### src/rtl/shift_counter_pkg.sv
// Shared definitions for the shift-register counter: mode encodings, operation
// selector and the reset-pattern helper used by the RTL and the bench.
package shift_counter_pkg;

  localparam logic MODE_RING    = 1'b0;
  localparam logic MODE_JOHNSON = 1'b1;

  // Widest counter the reset-pattern helper can describe.
  localparam int MAX_W = 64;

  typedef enum logic [1:0] {
    OP_HOLD,
    OP_STEP,
    OP_LOAD,
    OP_INIT
  } op_e;

  // Ring sequences start from a single set LSB; Johnson sequences from all zeros.
  function automatic logic [MAX_W-1:0] reset_pattern(input logic mode, input int n);
    logic [MAX_W-1:0] pat;
    pat = '0;
    if (mode == MODE_RING && n > 0) begin
      pat[0] = 1'b1;
    end
    return pat;
  endfunction

endpackage

### src/rtl/shift_counter_if.sv
// Control and status bundle of the shift-register counter; the driver uses
// the master view, the counter itself the slave view.
interface shift_counter_if #(
  parameter int N = 4
);
  localparam int PW = $clog2(2 * N);

  logic          en;
  logic          left;
  logic          mode;
  logic          load;
  logic [N-1:0]  load_val;
  logic [N-1:0]  q;
  logic [PW-1:0] phase;
  logic          wrap;
  logic          err;

  modport master (
    output en,
    output left,
    output mode,
    output load,
    output load_val,
    input  q,
    input  phase,
    input  wrap,
    input  err
  );

  modport slave (
    input  en,
    input  left,
    input  mode,
    input  load,
    input  load_val,
    output q,
    output phase,
    output wrap,
    output err
  );

endinterface

### src/rtl/shift_counter_decode.sv
// Combinational legality check and phase decode of a counter value for a
// given mode (ring one-hot or Johnson twisted-ring).
module shift_counter_decode
  import shift_counter_pkg::*;
#(
  parameter int N  = 4,
  parameter int PW = $clog2(2 * N)
) (
  input  logic [N-1:0]  value,
  input  logic          mode,
  output logic          legal,
  output logic [PW-1:0] phase
);

  logic [N-1:0]  value_inv;
  logic          low_run;
  logic          high_run;
  logic [PW-1:0] pop_cnt;
  logic [PW-1:0] ring_idx;
  logic          ring_legal;
  logic          john_legal;
  logic [PW-1:0] john_phase;

  assign value_inv = ~value;

  // A run of ones anchored at bit 0 has no carry overlap with itself plus one;
  // the same test on the inverse finds runs anchored at the MSB.
  assign low_run  = ((value & (value + N'(1))) == '0);
  assign high_run = ((value_inv & (value_inv + N'(1))) == '0);

  always_comb begin
    pop_cnt  = '0;
    ring_idx = '0;
    for (int i = 0; i < N; i++) begin
      pop_cnt = pop_cnt + PW'(value[i]);
      if (value[i]) begin
        ring_idx = PW'(i);
      end
    end
  end

  assign ring_legal = (pop_cnt == PW'(1));
  assign john_legal = low_run || high_run;

  always_comb begin
    john_phase = '0;
    if (value == '0) begin
      john_phase = '0;
    end else if (value[0]) begin
      john_phase = pop_cnt;
    end else begin
      john_phase = PW'(2 * N) - pop_cnt;
    end
  end

  always_comb begin
    legal = 1'b0;
    phase = '0;
    if (mode == MODE_JOHNSON) begin
      legal = john_legal;
      phase = john_phase;
    end else begin
      legal = ring_legal;
      phase = ring_idx;
    end
  end

endmodule

### src/rtl/shift_counter.sv
// N-bit ring/Johnson shift counter with bidirectional stepping, checked
// parallel load, phase tracking, wrap pulse and sticky illegal-load flag.
module shift_counter
  import shift_counter_pkg::*;
#(
  parameter int N            = 4,
  parameter bit SELF_CORRECT = 1'b1
) (
  input  logic            clk,
  input  logic            init,
  shift_counter_if.slave  bus
);

  localparam int PW = $clog2(2 * N);
  localparam logic [PW-1:0] RING_LAST = PW'(N - 1);
  localparam logic [PW-1:0] JOHN_LAST = PW'(2 * N - 1);

  logic          mode_q, mode_d;
  logic [N-1:0]  state_q, state_d;
  logic [PW-1:0] phase_q, phase_d;
  logic          wrap_q, wrap_d;
  logic          err_q, err_d;

  op_e           op;
  logic [N-1:0]  init_pat;
  logic [N-1:0]  load_pat;
  logic          load_legal;
  logic [PW-1:0] load_phase;
  logic [N-1:0]  step_val;
  logic [PW-1:0] phase_last;
  logic [PW-1:0] phase_step;

  shift_counter_decode #(
    .N  (N),
    .PW (PW)
  ) u_decode (
    .value (bus.load_val),
    .mode  (bus.mode),
    .legal (load_legal),
    .phase (load_phase)
  );

  assign init_pat = N'(reset_pattern(bus.mode, N));
  assign load_pat = N'(reset_pattern(bus.mode, N));

  always_comb begin
    if (init) begin
      op = OP_INIT;
    end else if (bus.load) begin
      op = OP_LOAD;
    end else if (bus.en) begin
      op = OP_STEP;
    end else begin
      op = OP_HOLD;
    end
  end

  // Johnson differs from ring only by inverting the bit that re-enters.
  always_comb begin
    if (bus.left) begin
      step_val = {state_q[N-2:0], state_q[N-1] ^ mode_q};
    end else begin
      step_val = {state_q[0] ^ mode_q, state_q[N-1:1]};
    end
  end

  assign phase_last = (mode_q == MODE_JOHNSON) ? JOHN_LAST : RING_LAST;

  always_comb begin
    if (bus.left) begin
      phase_step = (phase_q >= phase_last) ? '0 : phase_q + PW'(1);
    end else begin
      phase_step = (phase_q == '0) ? phase_last : phase_q - PW'(1);
    end
  end

  always_comb begin
    mode_d  = mode_q;
    state_d = state_q;
    phase_d = phase_q;
    wrap_d  = 1'b0;
    err_d   = err_q;
    unique case (op)
      OP_LOAD: begin
        mode_d = bus.mode;
        if (load_legal) begin
          state_d = bus.load_val;
          phase_d = load_phase;
        end else begin
          state_d = SELF_CORRECT ? load_pat : bus.load_val;
          phase_d = '0;
          err_d   = 1'b1;
        end
      end
      OP_STEP: begin
        state_d = step_val;
        phase_d = phase_step;
        wrap_d  = (phase_step == '0);
      end
      default: begin
      end
    endcase
  end

  always_ff @(posedge clk) begin
    if (init) begin
      mode_q  <= bus.mode;
      state_q <= init_pat;
      phase_q <= '0;
      wrap_q  <= 1'b0;
      err_q   <= 1'b0;
    end else begin
      mode_q  <= mode_d;
      state_q <= state_d;
      phase_q <= phase_d;
      wrap_q  <= wrap_d;
      err_q   <= err_d;
    end
  end

  assign bus.q     = state_q;
  assign bus.phase = phase_q;
  assign bus.wrap  = wrap_q;
  assign bus.err   = err_q;

endmodule

### src/flat_wrapper.sv
// flat-port wrapper written by rule: the top's interface ports become plain ports
module shift_counter_flat import shift_counter_pkg::*;
#(
  parameter int N            = 4,
  parameter bit SELF_CORRECT = 1'b1
)
  (clk, init, bus_en, bus_left, bus_mode, bus_load, bus_load_val, bus_q, bus_phase, bus_wrap, bus_err);
  shift_counter_if #(.N(N)) bus_i ();
  input  logic clk;
  input  logic init;
  input wire logic [$bits(bus_i.en)-1:0] bus_en;
  input wire logic [$bits(bus_i.left)-1:0] bus_left;
  input wire logic [$bits(bus_i.mode)-1:0] bus_mode;
  input wire logic [$bits(bus_i.load)-1:0] bus_load;
  input wire logic [$bits(bus_i.load_val)-1:0] bus_load_val;
  output wire logic [$bits(bus_i.q)-1:0] bus_q;
  output wire logic [$bits(bus_i.phase)-1:0] bus_phase;
  output wire logic [$bits(bus_i.wrap)-1:0] bus_wrap;
  output wire logic [$bits(bus_i.err)-1:0] bus_err;
  assign bus_i.en = bus_en;
  assign bus_i.left = bus_left;
  assign bus_i.mode = bus_mode;
  assign bus_i.load = bus_load;
  assign bus_i.load_val = bus_load_val;
  assign bus_q = bus_i.q;
  assign bus_phase = bus_i.phase;
  assign bus_wrap = bus_i.wrap;
  assign bus_err = bus_i.err;
  shift_counter #(.N(N), .SELF_CORRECT(SELF_CORRECT)) u_core (.clk(clk), .init(init), .bus(bus_i));
endmodule
### config.mk
export PLATFORM = sky130hd
export DESIGN_NAME = shift_counter_flat
export DESIGN_NICKNAME = d
export VERILOG_FILES = /design/src/rtl/shift_counter_pkg.sv /design/src/rtl/shift_counter_if.sv /design/src/rtl/shift_counter_decode.sv /design/src/rtl/shift_counter.sv /design/src/flat_wrapper.sv
export SDC_FILE = /design/constraint.sdc
export NUM_CORES = 1
export LEC_CHECK = 0
export ABC_CLOCK_PERIOD_IN_PS = 2400
export CAP_MARGIN = 10
export CORE_AREA = 2 2 52 54
export DETAILED_ROUTE_END_ITERATION = 8
export DIE_AREA = 0 0 54 56
export GPL_ROUTABILITY_DRIVEN = 0
export PLACE_DENSITY = 0.78
export REMOVE_ABC_BUFFERS = 1
export SYNTH_ARGS = -nofsm -noshare
export SYNTH_HDL_FRONTEND = slang
export SYNTH_SLANG_ARGS = --single-unit
### constraint.sdc
create_clock -name clk -period 2.4 [get_ports clk]
set_input_delay 0.48 -clock clk [delete_from_list [all_inputs] [get_ports clk]]
set_output_delay 0.48 -clock clk [all_outputs]
set_load 0.01 [all_outputs]
==> flow_metrics.tcl, run 1 <==
set metrics [dict create \
    vdd_ir_drop_max_mv 0.216 \
    worst_hold_path_endpoint "u_core.bus.err$_SDFFE_PP0P_" \
    fin_crit_sh_pct 94.3 \
    synthMostInstantiatedCell "sky130_fd_sc_hd__inv_1" \
    detail_placement_hpwl_microns 2030 \
    cell_type_with_the_largest_total_area_after_synthesis "sky130_fd_sc_hd__ha_1" \
    worstPathMaxFanout 2 \
    postSynthRegisterBits 10 \
    synth_seq_area_share_pct 20.2 \
    synth_area_sq_um 1090 \
    cts_tree "done" \
    worst_margin_slew_ps 445 \
    finalClockSkew_ps 1.12 \
    static_leakage_nw 0.654 \
    antenna-diode-count 0 \
    synthToLayoutAreaGrowth_pct 39.3 \
    initial_utilization_pct 44.8 \
    postPlaceCellArea_sq_um 1390 \
    drc 0 \
    worstSkewPairLatency_ps 260 \
    design.final.nets 197 \
    synth_cells 133 \
    pwr_density_nw_per_um2 427 \
    die_boundary_width_microns 54 \
    grt_pass1_wl_microns 4390 \
    clock.fmax_mhz 442 \
    timing.reg2reg.setup_slack_ps 740 \
    detail_route.iter0.violations 23 \
    netlist_top_cells_count "21 x sky130_fd_sc_hd__inv_1, 14 x sky130_fd_sc_hd__ha_1, 9 x sky130_fd_sc_hd__nand2_1" \
    worst_path_largest_cell_delay_ps 530 \
    cts_num_sinks 10 \
    final_count_of_pins_violating_max_slew 0 \
    number_of_synthesized_flops_with_an_enable_pin 2 \
    slowest_stage "sky130_fd_sc_hd__fa_1" \
    die-area_sq_um 3020 \
    final-setup-viol-count 0 \
    cp.arrival_ps 2450 \
    cells_on_worst_hold_path 1 \
    detail_route.first_pass.iterations 4 \
    ys_async_sr_fraction_pct 0 \
    hold_path.startpoint "u_core.bus.err$_SDFFE_PP0P_" \
    worst_case_reg_to_reg_path_depth 6 \
    grt_antenna_before_repair 0 \
    top_cell_type_s_share_of_synthesized_area_pct 16.1 \
    setup_repair_after_global_routing_missed_its_margin "no" \
    preCtsSetupSlack_ps -798 \
    clkTransAtPathRegs_ps 60 \
    start_kind "input pin" \
    ys.flop_type "sky130_fd_sc_hd__dfxtp_1" \
    synth_top_cells_by_area "sky130_fd_sc_hd__ha_1 16%, sky130_fd_sc_hd__dfxtp_1 15%, sky130_fd_sc_hd__inv_1 7.2%" \
    timing_hold_violations_final 0 \
    cp.required_ps 2580 \
    relative_slew_slack_pct 70.2 \
    holdCritPathClass "flip-flop to flip-flop" \
    synthesis.yosys.warnings 0 \
    setup.worst_path.class "input pin to flip-flop" \
    synthDistinctLibCells 46 \
    numCtsBuffers 3 \
    routed-via-count 1052 \
    fp.dieH_microns 56 \
    i_o_pin_count 19 \
    max_cap_viol_count 0 \
    grt.overflow.total 0 \
    grt.total_usage_pct 19.2 \
    cts.path.max_buffers 2 \
    routedWlPerCell_microns 12.7 \
    final_layout_size_suffix_gt1_share_pct 28.7 \
    grt_pass1_vias 1022 \
    grt_start_max_net_pins 16 \
    timing.critical_path.to_type "flip-flop" \
    postLayoutSetupSlackWorst_ps 138 \
    worstReg2RegStart "u_core.mode_q$_DFFE_PP_" \
    placement_rows 18 \
    vias_per_cell 5.23 \
    rr_endpoint "u_core.bus.wrap$_SDFF_PP0_" \
    result_of_the_run "completed" \
    placeableCoreArea_sq_um 2430 \
    period_needed_ps 2260 \
    drtAntennaViolNets 0 \
    final.fill_count 228 \
    cts-root-buf "sky130_fd_sc_hd__clkbuf_4" \
    totalWireLength_microns 2550 \
    portBuffers 18 \
    syn_avg_cell_area_sq_um 8.18 \
    timing.critical_path.cells "clkbuf_2, inv_2, fa_1, inv_2, ha_4, ha_4, inv_4, buf_4, ha_1, nor2_1, xor2_1, o2111ai_1, o211ai_1" \
    postLayoutCellArea_sq_um 1520 \
    h_tree_lvls 1 \
]
## area by class of cell
cell class | count | area, sq um | share of cell area (%)
well taps | 30 | 37.5 | 2.48
multi-input cells | 97 | 822 | 54.2
repair buffers | 39 | 329 | 21.7
clock buffers | 3 | 22.5 | 1.49
inverters | 21 | 81.3 | 5.36
clock inverters | 1 | 3.75 | 0.248
flip-flops and latches | 10 | 220 | 14.5
## worst max-delay path by stage
| stage | depth (start not counted) | start | end |
|---|---|---|---|
| after floorplan | 11 | bus_load_val[0] | u_core.bus.phase[1]$_SDFFE_PP0P_ |
| after global placement | 12 | bus_load_val[0] | u_core.bus.phase[0]$_SDFFE_PP0P_ |
| after detailed placement | 12 | bus_load_val[0] | u_core.bus.phase[0]$_SDFFE_PP0P_ |
| after CTS | 12 | bus_load_val[1] | u_core.bus.q[1]$_SDFFE_PP0P_ |
| after global routing | 12 | bus_load_val[1] | u_core.bus.q[2]$_SDFFE_PP0P_ |
| final | 13 | bus_load_val[1] | u_core.bus.phase[2]$_SDFFE_PP0P_ |
## where the power goes
part           switching (mW)  total, mW  internal (mW)
sequential             0.0179      0.207          0.189
clock                  0.0542      0.114         0.0600
combinational           0.156      0.326          0.171
## cells in the final DEF, fill, tap and decap left out, drive strengths merged, types with 2 or more instances in the layout
master	n
clkbuf	5
a21oi	5
dfxtp	8
o21ai	9
nand2	9
a31oi	2
nand2b	4
nor3b	2
o211ai	5
o31ai	2
edfxtp	2
inv	21
nand3	2
clkdlybuf4s50	15
nor2b	4
a221oi	5
buf	22
xnor2	2
ha	14
nor2	7
or2	4
o2111ai	2
## worst max-delay path, delay by kind of cell
kind | cells | cell delay, ps
AO/OA/AOI/OAI | 2 | 220
XOR/XNOR | 1 | 150
adder cells (fa/ha/maj) | 4 | 1130
buffers and inverters | 5 | 360
AND/OR/NAND/NOR | 1 | 110
## through the flow
step                      TNS, ps  utilization, %  hold WS, ps  instances  power, mW
after floorplan              -279               -          511        128      0.369
after global placement      -4840            57.0          468        190      0.478
after detailed placement    -5840            57.0          475        190      0.490
after CTS                       0            62.4          490        201      0.647
after global routing            0            62.3          507        201      0.692
final                           0            62.3          488        201      0.647
## logic make-up after synthesis
family                   share of synthesized area (%)
buffers and inverters                             9.54
XOR/XNOR                                          2.41
multiplexers                                     0.920
AND/OR/NAND/NOR                                   18.7
adder cells (fa/ha/maj)                           17.9
AO/OA/AOI/OAI                                     30.2
flip-flops                                        20.2
## sequential cells by signal, indices dropped and copies added (netlist names)
name / count
u_core.bus.err: 1
u_core.bus.phase: 3
u_core.bus.q: 4
u_core.bus.wrap: 1
u_core.mode_q: 1
## layer usage
layer  vias up  global-route usage (%)  routed length [microns]
li1        543                       -                        -
met1       486                    22.5                     1090
met2        21                    34.5                     1370
met3         2                    1.88                       63
met4         0                    7.14                       22
met5         -                       0                        0
## timing repair
action	CTS	global route
pin swaps	7	6
endpoints found under the hold margin	0	0
setup endpoints to repair	8	6
buffers inserted	7	0
gates resized for setup	24	5
hold buffers	0	0
Power figures use the tool's default switching activity.
==> run 2: changes to the inputs <==
--- a/config.mk
+++ b/config.mk
@@ -5,7 +5,7 @@
 export SDC_FILE = /design/constraint.sdc
 export NUM_CORES = 1
 export LEC_CHECK = 0
-export ABC_CLOCK_PERIOD_IN_PS = 2400
+export ABC_CLOCK_PERIOD_IN_PS = 1900
 export CAP_MARGIN = 10
 export CORE_AREA = 2 2 52 54
 export DETAILED_ROUTE_END_ITERATION = 8
==> constraint.sdc (replaced) <==
create_clock -name clk -period 1.9 [get_ports clk]
set_input_delay 0.38 -clock clk [delete_from_list [all_inputs] [get_ports clk]]
set_output_delay 0.38 -clock clk [all_outputs]
set_load 0.01 [all_outputs]
==> run 2 against run 1 <==
  * The flow now finishes with violations (negative setup slack)
  * Critical path type unchanged
  * Combinational power is 34% higher
  * Routed wire length is 11% higher
  * Final cell count stayed put
  * Final area is 3.3% higher
  * Setup slack worse by 350 ps
  * Count of clock-buffer cells in the layout stayed put
  * Critical path depth is 1 lower
  * Sequential power is 26% higher
==> flow_metrics.tcl, run 2 (synthesis results as in run 1) <==
set metrics [dict create \
    largest_register_ffs 4 \
    worst_path_largest_cell_delay_ps 550 \
    grt_pass1_wl_microns 4710 \
    cells_on_worst_hold_path 1 \
    layoutNonFillerInstCount 201 \
    grt.total_usage_pct 20.7 \
    antenna-diode-count 0 \
    cts_num_sinks 10 \
    i_o_pin_count 19 \
    timing.critical_path.cells "buf_8, inv_4, fa_1, inv_2, ha_4, ha_4, inv_4, ha_4, nor2b_4, o21a_1, o211ai_1, a221oi_2" \
    final_layout_size_suffix_gt1_share_pct 31.6 \
    fp.dieH_microns 56 \
    timing.reg2reg.setup_slack_ps 180 \
    timing.critical_path.to_type "flip-flop" \
    crit_family "adder cells" \
    die_boundary_width_microns 54 \
    fin_crit_sh_pct 111 \
    postLayoutSetupSlackWorst_ps -211 \
    final-setup-viol-count 8 \
    static_leakage_nw 0.672 \
    cts_tree "done" \
    setup_repair_after_global_routing_missed_its_margin "yes" \
    grt_antenna_before_repair 0 \
    worstPathMaxFanout 4 \
    hold_path.startpoint "u_core.bus.err$_SDFFE_PP0P_" \
    detail_route.first_pass.iterations 4 \
    clkTransAtPathRegs_ps 70 \
    drc 0 \
    critical_path.most_common_cell "sky130_fd_sc_hd__ha_4" \
    detail_route.iter0.violations 16 \
    layout.cells.most_common_list "21 x sky130_fd_sc_hd__buf_4, 16 x sky130_fd_sc_hd__inv_1, 14 x sky130_fd_sc_hd__clkdlybuf4s50_1" \
    setup.worst_path.class "input pin to flip-flop" \
    pwr_density_nw_per_um2 548 \
    grt_start_max_net_pins 11 \
    relative_slew_slack_pct 76.4 \
    area.sequential_sq_um 220 \
    most_common_library_cell_in_the_layout_ignoring_fill_and_taps "sky130_fd_sc_hd__buf_4" \
    final_count_of_pins_violating_max_slew 0 \
    multi_input_area_sq_um 857 \
    worstPathBufferInverterCount 4 \
    design.final.nets 197 \
    drtAntennaViolNets 0 \
    detail_placement_hpwl_microns 2120 \
    grt.overflow.total 0 \
    postPlaceCellArea_sq_um 1430 \
    vdd_ir_drop_max_mv 0.289 \
    cp.arrival_ps 2310 \
    cts.path.max_buffers 2 \
    period_needed_ps 2110 \
    routed-via-count 1112 \
    slowest_stage "sky130_fd_sc_hd__fa_1" \
    rr_endpoint "u_core.bus.phase[1]$_SDFFE_PP0P_" \
    clock.fmax_mhz 474 \
    place.detailed.instances 196 \
    routedWlPerCell_microns 14.0 \
    placement_rows 18 \
    cts-root-buf "sky130_fd_sc_hd__clkbuf_4" \
    numCtsBuffers 3 \
    timing_hold_violations_final 0 \
    die-area_sq_um 3020 \
    h_tree_lvls 1 \
    totalWireLength_microns 2820 \
    max_cap_viol_count 0 \
    worstSkewPairLatency_ps 280 \
    postLayoutCellArea_sq_um 1570 \
    worstReg2RegStart "u_core.mode_q$_DFFE_PP_" \
    worst_margin_slew_ps 354 \
    grt_pass1_vias 1106 \
    portBuffers 18 \
    start_kind "input pin" \
    violations "negative setup slack" \
    vias_per_cell 5.53 \
    placeableCoreArea_sq_um 2430 \
    worst_hold_path_endpoint "u_core.bus.err$_SDFFE_PP0P_" \
    holdCritPathClass "flip-flop to flip-flop" \
    result_of_the_run "complete, but fails checks" \
    worst_case_reg_to_reg_path_depth 6 \
    cp.required_ps 2100 \
    initial_utilization_pct 44.8 \
    hold_buffers 0 \
    final.fill_count 199 \
    finalClockSkew_ps 3.67 \
    synthToLayoutAreaGrowth_pct 43.9 \
]
-- run 2: cell types whose count changed in the layout (fill, tap and decap cells not counted), sizes merged --
cell and change:
buf +2, clkbuf -2, clkdlybuf4s50 -1, dlymetal6s2s +1
-- run 2: power by group --
part           internal (mW)  leakage, nW  switching (mW)
Combinational          0.224        0.571           0.214
Clock                 0.0764       0.0154          0.0843
Sequential             0.239       0.0854          0.0225
Total                  0.539        0.672           0.320
-- run 2: area by class of cell --
cell class / count / area share [%]
Clock buffer: 3 / 1.44
Clock inverter: 1 / 0.240
Inverter: 21 / 5.35
Multi-Input combinational cell: 97 / 54.7
Sequential cell: 10 / 14.1
Tap cell: 30 / 2.40
Timing Repair Buffer: 39 / 21.8
-- run 2: how the worst max path moves through the flow --
stage | startpoint | endpoint | slack, ps | depth (start not counted)
after global routing | bus_load_val[3] | u_core.bus.q[3]$_SDFFE_PP0P_ | -320 | 12
after floorplan | bus_load_val[0] | u_core.bus.phase[1]$_SDFFE_PP0P_ | -490 | 11
after detailed placement | bus_load_val[0] | u_core.bus.phase[0]$_SDFFE_PP0P_ | -1140 | 12
after CTS | bus_load_val[3] | u_core.bus.q[1]$_SDFFE_PP0P_ | -240 | 12
after global placement | bus_load_val[0] | u_core.bus.phase[0]$_SDFFE_PP0P_ | -1090 | 12
final | bus_load_val[3] | u_core.bus.q[1]$_SDFFE_PP0P_ | -210 | 12
-- run 2: worst reg2reg max path, cell delays in order, from the launching register on --
cell and delay [ps]:
sky130_fd_sc_hd__edfxtp_1 450, sky130_fd_sc_hd__inv_1 70, sky130_fd_sc_hd__ha_1 310, sky130_fd_sc_hd__nor2_1 70
sky130_fd_sc_hd__or2_2 270, sky130_fd_sc_hd__a31oi_1 260, sky130_fd_sc_hd__o211ai_1 160
-- run 2: routing by layer --
metal | vias up | wire length (microns) | GRT usage (%)
li1 | 548 | - | -
met5 | - | 0 | 0
met4 | 0 | 131 | 13.6
met3 | 14 | 101 | 3.23
met2 | 34 | 1470 | 36.4
met1 | 516 | 1120 | 21.6
-- run 2: metrics by stage --
step	hold slack, ps	worst slack [ps]	TNS (ps)	total power, mW	utilization (%)
after floorplan	446	-487	-3330	0.466	-
final	497	-211	-1460	0.859	64.4
after CTS	499	-243	-1540	0.832	62.8
after global placement	471	-1090	-8300	0.615	58.8
after global routing	522	-323	-2050	0.916	64.4
after detailed placement	478	-1140	-9020	0.632	58.8
-- run 2: what timing repair did --
| action | CTS | global route |
|---|---|---|
| gates resized for setup | 34 | 7 |
| endpoints found under the setup margin | 8 | 9 |
| buffers inserted | 0 | 1 |
| pin swaps | 15 | 13 |
